$ cat src/rtl/dmem_responder.sv
// dmem_responder: memory-side responder between the L1 data cache request
// interface and a single-port word SRAM. Reads return the full aligned word;
// writes are lane-aligned here and turned into active-low byte enables.
module dmem_responder #(
  parameter int          AW        = 14,
  parameter logic [31:0] BASE_ADDR = 32'h0001_0000,
  parameter int          RD_LAT    = 1,
  parameter int          WR_LAT    = 1
) (
  input  logic          clk,
  input  logic          rst,
  input  logic          D_req,
  input  logic [31:0]   D_addr,
  input  logic          D_write,
  input  logic [31:0]   D_in,
  input  logic [2:0]    D_type,
  output logic [31:0]   D_out,
  output logic          D_wait,
  output logic          sram_cs,
  output logic [3:0]    sram_web,
  output logic [AW-1:0] sram_addr,
  output logic [31:0]   sram_di,
  input  logic [31:0]   sram_do,
  output logic          err
);

  typedef enum logic [1:0] {IDLE, RD_BUSY, WR_BUSY} state_t;

  localparam int MAX_LAT = (RD_LAT > WR_LAT) ? RD_LAT : WR_LAT;
  localparam int CW      = (MAX_LAT > 1) ? $clog2(MAX_LAT) : 1;

  state_t        state_reg, state_next;
  logic [CW-1:0] cnt_reg, cnt_next;
  logic          first_reg, first_next;   // marks the first busy cycle
  logic          rd_ok_reg, rd_ok_next;   // latched in-range flag of a read
  logic [31:0]   d_out_reg, d_out_next;
  logic          err_reg, err_next;

  logic          in_range;
  logic          is_byte, is_half, is_word;
  logic          aligned, wr_ok;
  logic          accept;
  logic [3:0]    lane_en;

  // Request decode, purely from the live request inputs (accept cycle only).
  assign in_range = (D_addr[31:AW+2] == BASE_ADDR[31:AW+2]);
  assign is_byte  = (D_type == 3'b000) || (D_type == 3'b100);
  assign is_half  = (D_type == 3'b001) || (D_type == 3'b101);
  assign is_word  = (D_type == 3'b010);
  assign aligned  = is_byte || (is_half && !D_addr[0]) ||
                    (is_word && (D_addr[1:0] == 2'b00));
  assign wr_ok    = in_range && aligned;

  // Reset gates acceptance so nothing reaches the SRAM while rst is low.
  assign accept    = rst && (state_reg == IDLE) && D_req;
  assign sram_addr = D_addr[AW+1:2];

  // Per-lane enable and write data replication (byte x4, half x2, word as-is).
  generate
    for (genvar gi = 0; gi < 4; gi++) begin : g_lane
      localparam logic [1:0] LANE = 2'(gi);
      assign lane_en[gi] = is_word ||
                           (is_half && (D_addr[1] == LANE[1])) ||
                           (is_byte && (D_addr[1:0] == LANE));
      assign sram_di[8*gi +: 8] = is_byte ? D_in[7:0] :
                                  is_half ? D_in[8*(gi%2) +: 8] :
                                            D_in[8*gi +: 8];
    end
  endgenerate

  // Next-state and SRAM strobe logic; strobes only exist in the accept cycle.
  always_comb begin
    state_next = state_reg;
    cnt_next   = cnt_reg;
    first_next = 1'b0;
    rd_ok_next = rd_ok_reg;
    d_out_next = d_out_reg;
    err_next   = 1'b0;
    sram_cs    = 1'b0;
    sram_web   = 4'hF;
    D_wait     = 1'b1;
    case (state_reg)
      IDLE: begin
        D_wait = 1'b0;
        if (accept) begin
          sram_cs    = 1'b1;
          first_next = 1'b1;
          if (D_write) begin
            if (wr_ok) sram_web = ~lane_en;
            err_next   = !wr_ok;
            state_next = WR_BUSY;
            cnt_next   = CW'(WR_LAT - 1);
          end else begin
            // Read misalignment and type are ignored; only range matters.
            rd_ok_next = in_range;
            err_next   = !in_range;
            state_next = RD_BUSY;
            cnt_next   = CW'(RD_LAT - 1);
          end
        end
      end
      RD_BUSY: begin
        if (first_reg) d_out_next = rd_ok_reg ? sram_do : 32'h0;
        if (cnt_reg == '0) state_next = IDLE;
        else               cnt_next   = cnt_reg - CW'(1);
      end
      WR_BUSY: begin
        if (cnt_reg == '0) state_next = IDLE;
        else               cnt_next   = cnt_reg - CW'(1);
      end
      default: state_next = IDLE;
    endcase
  end

  // State and datapath registers with asynchronous active-low reset.
  always_ff @(posedge clk or negedge rst) begin
    if (!rst) begin
      state_reg <= IDLE;
      cnt_reg   <= '0;
      first_reg <= 1'b0;
      rd_ok_reg <= 1'b0;
      d_out_reg <= 32'h0;
      err_reg   <= 1'b0;
    end else begin
      state_reg <= state_next;
      cnt_reg   <= cnt_next;
      first_reg <= first_next;
      rd_ok_reg <= rd_ok_next;
      d_out_reg <= d_out_next;
      err_reg   <= err_next;
    end
  end

  assign D_out = d_out_reg;
  assign err   = err_reg;

endmodule

$ cat config.mk
export PLATFORM = sky130hd
export DESIGN_NAME = dmem_responder
export DESIGN_NICKNAME = d
export VERILOG_FILES = /design/src/rtl/dmem_responder.sv
export SDC_FILE = /design/constraint.sdc
export NUM_CORES = 1
export LEC_CHECK = 0
export ABC_AREA = 1
export ABC_CLOCK_PERIOD_IN_PS = 2000
export CAP_MARGIN = 20
export CORE_UTILIZATION = 41
export DETAILED_ROUTE_END_ITERATION = 10
export DONT_BUFFER_PORTS = 1
export SLEW_MARGIN = 15
export SYNTH_ARGS = -nofsm -noshare
export SYNTH_HDL_FRONTEND = slang
export SYNTH_SLANG_ARGS = --single-unit
$ cat constraint.sdc
create_clock -name clk -period 2 [get_ports clk]
set_input_delay 0.6 -clock clk [delete_from_list [all_inputs] [get_ports clk]]
set_output_delay 0.6 -clock clk [all_outputs]
set_load 0.02 [all_outputs]
==> results by stage, run 1 <==
Pwr:
- The cell-internal power is 1.285 mW.
- For this design the ratio of total power to cell area is around 870 nW/um^2.
- Sequential cells account for 59.1% of the total power.
- The total power is about 2.1 mW.
- Combinational cells account for roughly 18% of the total power.
- The net load switching power is roughly 840 uW.
- Of the total power, the share spent switching nets is just under 40%.
- The worst-case IR drop observed on VDD is between 400 and 500 uV.
- The clock share of power is a little under a quarter.
- The reported leakage power is between 1 and 1.5 nW.

Floorplanning:
- The I/O pin total is approximately 190.
- The die area is roughly 6000 sq um.
- The floorplan step defined a core boundary enclosing about 5200 sq um.
- The floorplan row count is 26.
- The height of the chip is approximately 76 microns.
- The starting density of the core is a little over two fifths.
- The die is between 70 and 80 microns wide.

Timing:
- Setup violations remaining at the end of the flow were counted as 0.
- The final hold violation count is 0.
- For the finished layout, the period the worst path requires is just under 2000 ps.
- The period utilization is between 90% and 100%.
- The highest achievable clock rate is 506.1 MHz.
- The max-slew violation count was 0.
- The worst-case clock skew is 5.805 ps.
- In this run the tightest slew margin relative to its limit is between 60% and 70%.
- The actual slew at the worst max-slew pin is 540.2 ps.
- The final worst setup slack is around 24 ps.

Setup path:
- At the worst endpoint, the required time is roughly 1400 ps.
- STA classifies the critical path startpoint as a primary input.
- The cell that appears most often on the critical path is sky130_fd_sc_hd__nor2_4.
- The signal on the critical path passes through inv_8 -> nor2_4 -> nand2_2 -> nor2_4 -> nand2_2 -> nor2_4 -> nand3_4.
- STA classifies the critical path endpoint as a primary output.
- Along the worst path, the maximum fanout reaches 4.
- Broken down by cell family, the worst path's largest delay share belongs to simple AND/OR/NAND/NOR gates.
- Counting both buffers and inverters, the worst setup path holds a total of 1.
- On the worst path, the slowest cell contributes a delay of between 200 and 300 ps.
- The data arrival time of the critical path is ~1400 ps.
- For this design, the slowest cell found on the critical path is sky130_fd_sc_hd__nor2_4.
- The critical path is of the in2out type.

Place:
- Counting tap cells, the placed design contains a total of between 300 and 400 instances.
- The post-place setup slack is -38.58 ps.
- Summed over all nets, the half-perimeter wirelength after detailed placement is approximately 4.8 mm.
- Buffers placed on the I/O ports in this run total 0.
- Summing all placed instances gives a cell area of approximately 2200 sq um.
- The final weighted congestion of routability-driven global placement is around 0.92.

Layout:
- The post-route cell area is about 2400 sq um.
- The area growth from synthesis to final layout is 7.336%.
- 0 antenna diodes ended up in the layout.
- The register with the most flip-flops in the layout has 32 of them.
- For this run, the post-layout net count is slightly above 400.
- The final standard cell count with taps included and fillers excluded is approximately 380.
- In the final layout, the share of cells above drive strength 1 is 17.04%.
- The final core utilization is ~47%.
- The total of fill cells in the finished design is 538.

Yosys:
- The cell area that synthesis handed to floorplanning was around 2300 sq um.
- The count of distinct cell types in the synthesized netlist is 19.
- Yosys attributes the largest share of cell area to sky130_fd_sc_hd__dfrtp_1 (41%), sky130_fd_sc_hd__nand2_1 (20%), sky130_fd_sc_hd__nand3_1 (11%).
- Counting every net in the synthesized netlist gives 431.
- The register bit total from synthesis is 37.
- The cell count after synthesis came out at roughly 330.
- Averaged over all synthesized cells, the footprint is slightly below 7 sq um.
- Of all cell types, the one taking the most synthesized area is sky130_fd_sc_hd__dfrtp_1.
- The count of yosys warnings during synthesis is 0.
- Summing the sequential cell areas from Yosys gives 40.82% of the chip area.
- The proportion of netlist area held by the largest area contributor is around two fifths.

Run status:
- The flow ran to the end, and the final reports show no timing, DRC or antenna violations.

CTS:
- TritonCTS built the clock tree.
- The register clock-pin slew on the reported worst setup and hold paths is roughly 70 ps.
- The clock reaches the later pin of the worst-skew pair after ~280 ps.
- The clock passes through at most 2 buffers.
- The number of clock buffers added by TritonCTS is 5.
- The H-tree generated during clock tree synthesis spans 2 levels.
- In this run the clock root is driven by a sky130_fd_sc_hd__clkbuf_8.
- The clock drives 37 sinks.

Routing:
- After detailed routing, the average wire length per cell comes to approximately 17 microns.
- The final routed wirelength across all metal layers is 6.561 mm.
- The number of optimization iterations in the first detailed-route pass is 4.
- The number of DRC violations after detailed routing is 0.
- The routed via count is ~2,100.
- The number of routed nets with antenna violations is 0.
- After detailed routing, the number of vias per cell comes to 5.444.
- The DRC marker count from the first detailed-route iteration is 78.

Global route:
- The initial antenna violation count is 0.
- For this run the aggregate overflow at the end of global routing stands at 0.
- Global routing used around 22% of the available tracks.
- The largest net degree at the start of global routing is 38.
- The via count of the first global-routing pass is between 2,000 and 2,500.
- The first global-routing pass estimated approximately 10 mm of wire.

Hold path:
- The path class of the lowest-slack min-delay path is in2async.

Job:
- The tool flagged a number of max-cap violations equal to 0.
-- metrics by stage --
stage	hold WS, ps	TNS (ps)
finish	149.3	0
global route	148.2	-126.9
CTS	144.7	-36.28
detailed placement	305.1	-284.4
global placement	305.1	-306.3
floorplan	304.4	0
-- cell type report --
cell class / count / area [sq um] / area share [%]
multi-input combinational: 230 / 1115 / 45.79
sequential: 37 / 925.9 / 38.03
timing repair buffer: 14 / 130.1 / 5.344
inverter: 22 / 90.09 / 3.700
tap: 70 / 87.58 / 3.597
clock buffer: 5 / 68.82 / 2.826
clock inverter: 3 / 17.52 / 0.7194
-- cells in the mapped netlist --
cell                         n
sky130_fd_sc_hd__inv_1      19
sky130_fd_sc_hd__nand2_1   118
sky130_fd_sc_hd__inv_2       3
sky130_fd_sc_hd__nor2_2      1
sky130_fd_sc_hd__o21ai_0    32
sky130_fd_sc_hd__buf_6       3
sky130_fd_sc_hd__o21ai_2     1
sky130_fd_sc_hd__nor2_4      1
sky130_fd_sc_hd__buf_4      22
sky130_fd_sc_hd__buf_2       5
sky130_fd_sc_hd__o21ai_1     1
sky130_fd_sc_hd__nor2_1     21
sky130_fd_sc_hd__a21oi_1     1
sky130_fd_sc_hd__nand2_2     1
sky130_fd_sc_hd__nand3_1    51
sky130_fd_sc_hd__nand3_2     1
sky130_fd_sc_hd__nand4_2     1
sky130_fd_sc_hd__clkbuf_1    9
sky130_fd_sc_hd__dfrtp_1    37
-- cells in the final DEF, fill, tap and decap left out, drive strengths merged --
master and instances:
a21oi 1, nand4 1, buf 14, nand2 119, nor2 23, nand3 52
clkinvlp 1, dfrtp 37, clkbuf 5, o21ai 34, inv 22, clkinv 2
-- metal layers --
layer | GRT usage (%) | vias up | part of all wire [%]
met2 | 40.81 | 110 | 53
li1 | - | 983 | -
met1 | 24.26 | 971 | 37
met3 | 7.545 | 10 | 8.8
met5 | 0 | - | 0
met4 | 7.500 | 0 | 1.5
-- power groups by stage --
stage	Clock [mW]	Sequential (mW)	Combinational, mW
3_5_place_dp	0	1.27	0.341
6_report	0.496	1.26	0.373
2_1_floorplan	0	1.23	0.350
5_1_grt	0.548	1.28	0.432
3_3_place_gp	0	1.27	0.325
4_1_cts	0.522	1.26	0.362
-- worst reg2reg max path: cells and delay by family, from the launching register on --
kind | cells | cell delay [ps]
DFF | 1 | 380
buffers and inverters | 2 | 500
and+or+nand+nor | 3 | 530
-- cell families (layout without fill, tap and decap cells) --
group / after synthesis / in the layout / share of synthesized area, %
buffers and inverters: 61 / 44 / 15.00
AO/OA/AOI/OAI: 35 / 35 / 7.887
AND/OR/NAND/NOR: 195 / 195 / 36.29
flip-flops: 37 / 37 / 40.82
-- worst paths after layout --
| check | start | endpoint | slack [ps] | cells past startpoint |
|---|---|---|---|---|
| worst min-delay path | rst | D_out[22]$_DFFE_PN0P_ | 150 | 1 |
| worst min register to register | state_reg[0]$_DFFE_PN0P_ | state_reg[1]$_DFFE_PN0P_ | 600 | 3 |
| worst max-delay path | D_addr[16] | sram_web[1] | 20 | 7 |
| max in group asynchronous | rst | rd_ok_reg$_DFFE_PN0P_ | 1670 | 1 |
| min in group clk | sram_do[10] | D_out[10]$_DFFE_PN0P_ | 450 | 2 |
| worst max register to register | state_reg[1]$_DFFE_PN0P_ | D_out[9]$_DFFE_PN0P_ | 540 | 5 |
-- what timing repair did --
| action | CTS | global route |
|---|---|---|
| setup buffers | 0 | 2 |
| pin swaps | 0 | 10 |
| gates resized for setup | 1 | 32 |
| hold endpoints to repair | 37 | 0 |
| gates cloned | 0 | 0 |
| hold buffers | 1 | 0 |
| endpoints found under the setup margin | 12 | 6 |
No activity file was read; power rests on OpenSTA's default activity.
==> run 2, diff against run 1 <==
ABC_AREA = not set   (was 1)
==> run 2 against run 1 <==
The run now ends with negative setup slack left. Total power fell by 0.82%. Global-route usage fell by 4.7 points. Synthesized area fell by 8.1%. Critical endpoint is now sram_web[3]. Fmax fell by 14%. Critical path type unchanged. Core utilization fell by 1.4 points.
==> results by stage, run 2 <==
Timing:
- Setup violations remaining at the end of the flow were counted as 4.
- Setup repair after global routing could not meet its margin everywhere.
- After layout, the worst path uses 115.2% of the clock period.
- The final worst setup slack is -304.1 ps.
- The post-route setup TNS is -1134 ps.
- Measured against its own limit, the worst slew margin works out to 64.65%.
- The final hold violation count is 0.
- Timing would allow up to 434.0 MHz.
- Across the routed clock network, the largest skew measured is ~8.1 ps.
- The max-slew violation count is 0.
- The post-route minimum period is 2304 ps.
- The actual slew at the worst max-slew pin is roughly 530 ps.
- The tightest hold path in the finished design has a slack of between 100 and 150 ps.

Layout:
- The register with the most flip-flops in the layout has 32 of them.
- The count of cells in the finished layout, fillers not included, comes to slightly below 300.
- The top cell types in the final layout, fill and taps aside, are sky130_fd_sc_hd__nand2_1 (72), sky130_fd_sc_hd__dfrtp_1 (37), sky130_fd_sc_hd__o21ai_0 (28).
- The most common cell after layout, fill and taps aside is sky130_fd_sc_hd__nand2_1.
- With fillers left out, the area of the finished cells amounts to around 2200 sq um.
- The proportion of layout cells with a drive suffix above 1 is between 10% and 20%.
- The final-stage net count is approximately 330.
- For this run, the share of the core covered by cells in the final layout is a little under half.
- After filler insertion, the fill cell instance count of the layout stands at just under 500.
- The antenna diode instance count is 0.
- Summing all flip-flop and latch instances after layout gives ~900 sq um.
- The area growth from synthesis to layout is 4.919%.
- The multi-input logic area is 950.9 sq um.

CTS:
- Counting every sink on the clock net gives 37.
- The clock tree synthesis step divided the H-tree into 2 levels.
- Clock-pin slew was measured on the worst setup and hold paths at 80 ps.
- Counting the buffers created by CTS gives 5.
- TritonCTS built the clock tree.
- The number of buffers on the longest clock path is 2.
- Clock latency on the worst-skew pair, taken at its later pin, is between 200 and 300 ps.
- The buffer type at the clock tree root is sky130_fd_sc_hd__clkbuf_8.

Yosys:
- Summing the sequential cell areas from Yosys gives around 44% of the chip area.
- The largest total area in the synthesized netlist belongs to sky130_fd_sc_hd__dfrtp_1.
- The most used flip-flop cell after synthesis is sky130_fd_sc_hd__dfrtp_1.
- The register bit total from synthesis is 37.
- The count of yosys warnings during synthesis is 0.
- The netlist area before placement is approximately 2100 sq um.
- The mean cell area of the mapped netlist is a little under 9 sq um.
- The number of instances in the synthesized netlist is between 200 and 250.
- Sorting the synthesized cells by area gives the leading types as sky130_fd_sc_hd__dfrtp_1 (44%), sky130_fd_sc_hd__nand2_1 (13%), sky130_fd_sc_hd__mux2_2 (9.2%).
- The most repeated cell in the gate-level netlist after synthesis is sky130_fd_sc_hd__nand2_1.
- In the synthesized netlist the async set-or-reset flop fraction comes to 100.0%.
- The proportion of netlist area held by the largest area contributor is about 44%.
- Ranked by instance count, the synthesized netlist is headed by sky130_fd_sc_hd__nand2_1 (72), sky130_fd_sc_hd__dfrtp_1 (37), sky130_fd_sc_hd__o21ai_0 (36).
- Yosys mapped the design onto 27 distinct sky130hd cell types.
- The number of nets in the synthesized netlist is about 340.
- The synthesized design contains 0 enable-type register cells.

Routing:
- The number of routed nets with antenna violations is 0.
- The final routed wirelength across all metal layers is 4.967 mm.
- The routed layout has 1,542 vias.
- In the routed design, unresolved DRC markers number 0.
- The detail-routed net length per standard cell is 16.95 microns.
- Using the TritonRoute via totals, the vias-per-cell ratio works out to ~5.3.
- The DRC marker count from the first detailed-route iteration is between 80 and 90.
- The number of optimization iterations in the first detailed-route pass is 4.

Setup path:
- Data on the critical path arrives at its endpoint at 1700 ps.
- The top fanout value on the critical path is 14.
- The data required time at the worst endpoint is 1400 ps.
- In this run the register-to-register setup slack is about 530 ps.
- Tracing the worst setup path back leads to its startpoint at D_type[0].
- The beginning of the worst register-to-register path is state_reg[1]$_DFFE_PN0P_.
- The depth of the worst register-to-register path is 4.
- The type of the setup path with the least slack is in2out.
- The capture instance of the worst register-to-register path is rd_ok_reg$_DFFE_PN0P_.
- The element type at the critical path start is a primary input.
- The endpoint class of the critical path is a primary output.
- The critical path ends at sram_web[3].

Floorplanning:
- The initial utilization of the core area, before any placement, comes to between 40 and 50%.
- The floorplan step set the die height to 73.33 microns.
- ~190 I/O pins were placed.
- After floorplanning, the core was sized to cover just under 5000 sq um.
- The die covers approximately 5400 sq um.
- The floorplan row count is 25.
- Measured along the x axis, the die boundary spans between 70 and 80 microns.

Global route:
- After global routing the overflow that remains totals 0.
- The first global-routing pass estimated 7.141 mm of wire.
- Global routing consumed, over all layers together, around 18% of the routing resources.
- The initial antenna violation count came to 0.
- The via count of the first global-routing pass came to between 1,000 and 1,500.
- The largest net degree at the start of global routing is 65.

Run status:
- The run finished, with violations left.
- The final reports fail on negative setup slack.

Place:
- Timing analysis after detailed placement gives a worst setup slack of -322.8 ps.
- In this run the cell area measured after placement is about 2000 sq um.
- At the end of routability-driven placement, the weighted congestion stood at between 0.7 and 0.8.
- The port buffer count is 0.
- Summed over all nets, the half-perimeter wirelength after detailed placement is around 3.7 mm.
- The number of placed instances, taps included, is ~280.

Job:
- The number of maximum-capacitance constraint violations is 0.

Pwr:
- The total power is between 2 and 2.5 mW.
- The power density over cell area is 964.1 nW/um^2.
- The reported leakage power is ~0.93 nW.
- The peak supply drop is ~270 uV.

Hold path:
- The path class of the lowest-slack min-delay path is in2async.
==> run 2: how the worst min path moves through the flow <==
stage          from  slack [ps]               endpoint  cells past startpoint
2_1_floorplan   rst         300   D_out[0]$_DFFE_PN0P_                      0
3_3_place_gp    rst         310  D_out[16]$_DFFE_PN0P_                      0
3_5_place_dp    rst         310  D_out[16]$_DFFE_PN0P_                      0
4_1_cts         rst         130   D_out[6]$_DFFE_PN0P_                      1
5_1_grt         rst         130  D_out[17]$_DFFE_PN0P_                      1
6_report        rst         130  D_out[17]$_DFFE_PN0P_                      1
==> run 2: layer usage <==
metal | wire length [microns] | track usage (%)
met5 | 0 | 0
met4 | 85 | 7.265
met3 | 444 | 6.722
met2 | 2528 | 30.66
met1 | 1908 | 19.66
==> run 2: logic make-up after synthesis <==
family,synth area share (%)
simple gates,19.50
compound gates,12.00
buf+inv,11.10
flops,44.39
mux,13.02
==> run 2: what timing repair did <==
action | in CTS | in global routing
gates resized for setup | 3 | 1
hold endpoints to repair | 31 | 0
setup endpoints to repair | 4 | 4
pin swaps | 1 | 1
setup buffers | 1 | 1
hold buffers | 2 | 0
cloned | 0 | 0
==> run 2: cell type report <==
cell class,count,area share [%]
Multi-Input combinational cell,165,43.45
Sequential cell,37,42.31
Timing Repair Buffer,14,5.660
Tap cell,67,3.831
Clock buffer,6,3.774
Clock inverter,2,0.6289
Inverter,2,0.3431
==> run 2: report_power, final <==
| part | internal [mW] | total [mW] | switching [mW] |
|---|---|---|---|
| Combinational | 0.126 | 0.310 | 0.184 |
| Clock | 0.279 | 0.539 | 0.260 |
| Sequential | 0.923 | 1.26 | 0.338 |
==> run 2: worst max-delay path, stage by stage <==
cell and delay, ps:
sky130_fd_sc_hd__or4_4 540, sky130_fd_sc_hd__a211oi_4 270, sky130_fd_sc_hd__nand3_1 140, sky130_fd_sc_hd__buf_6 160
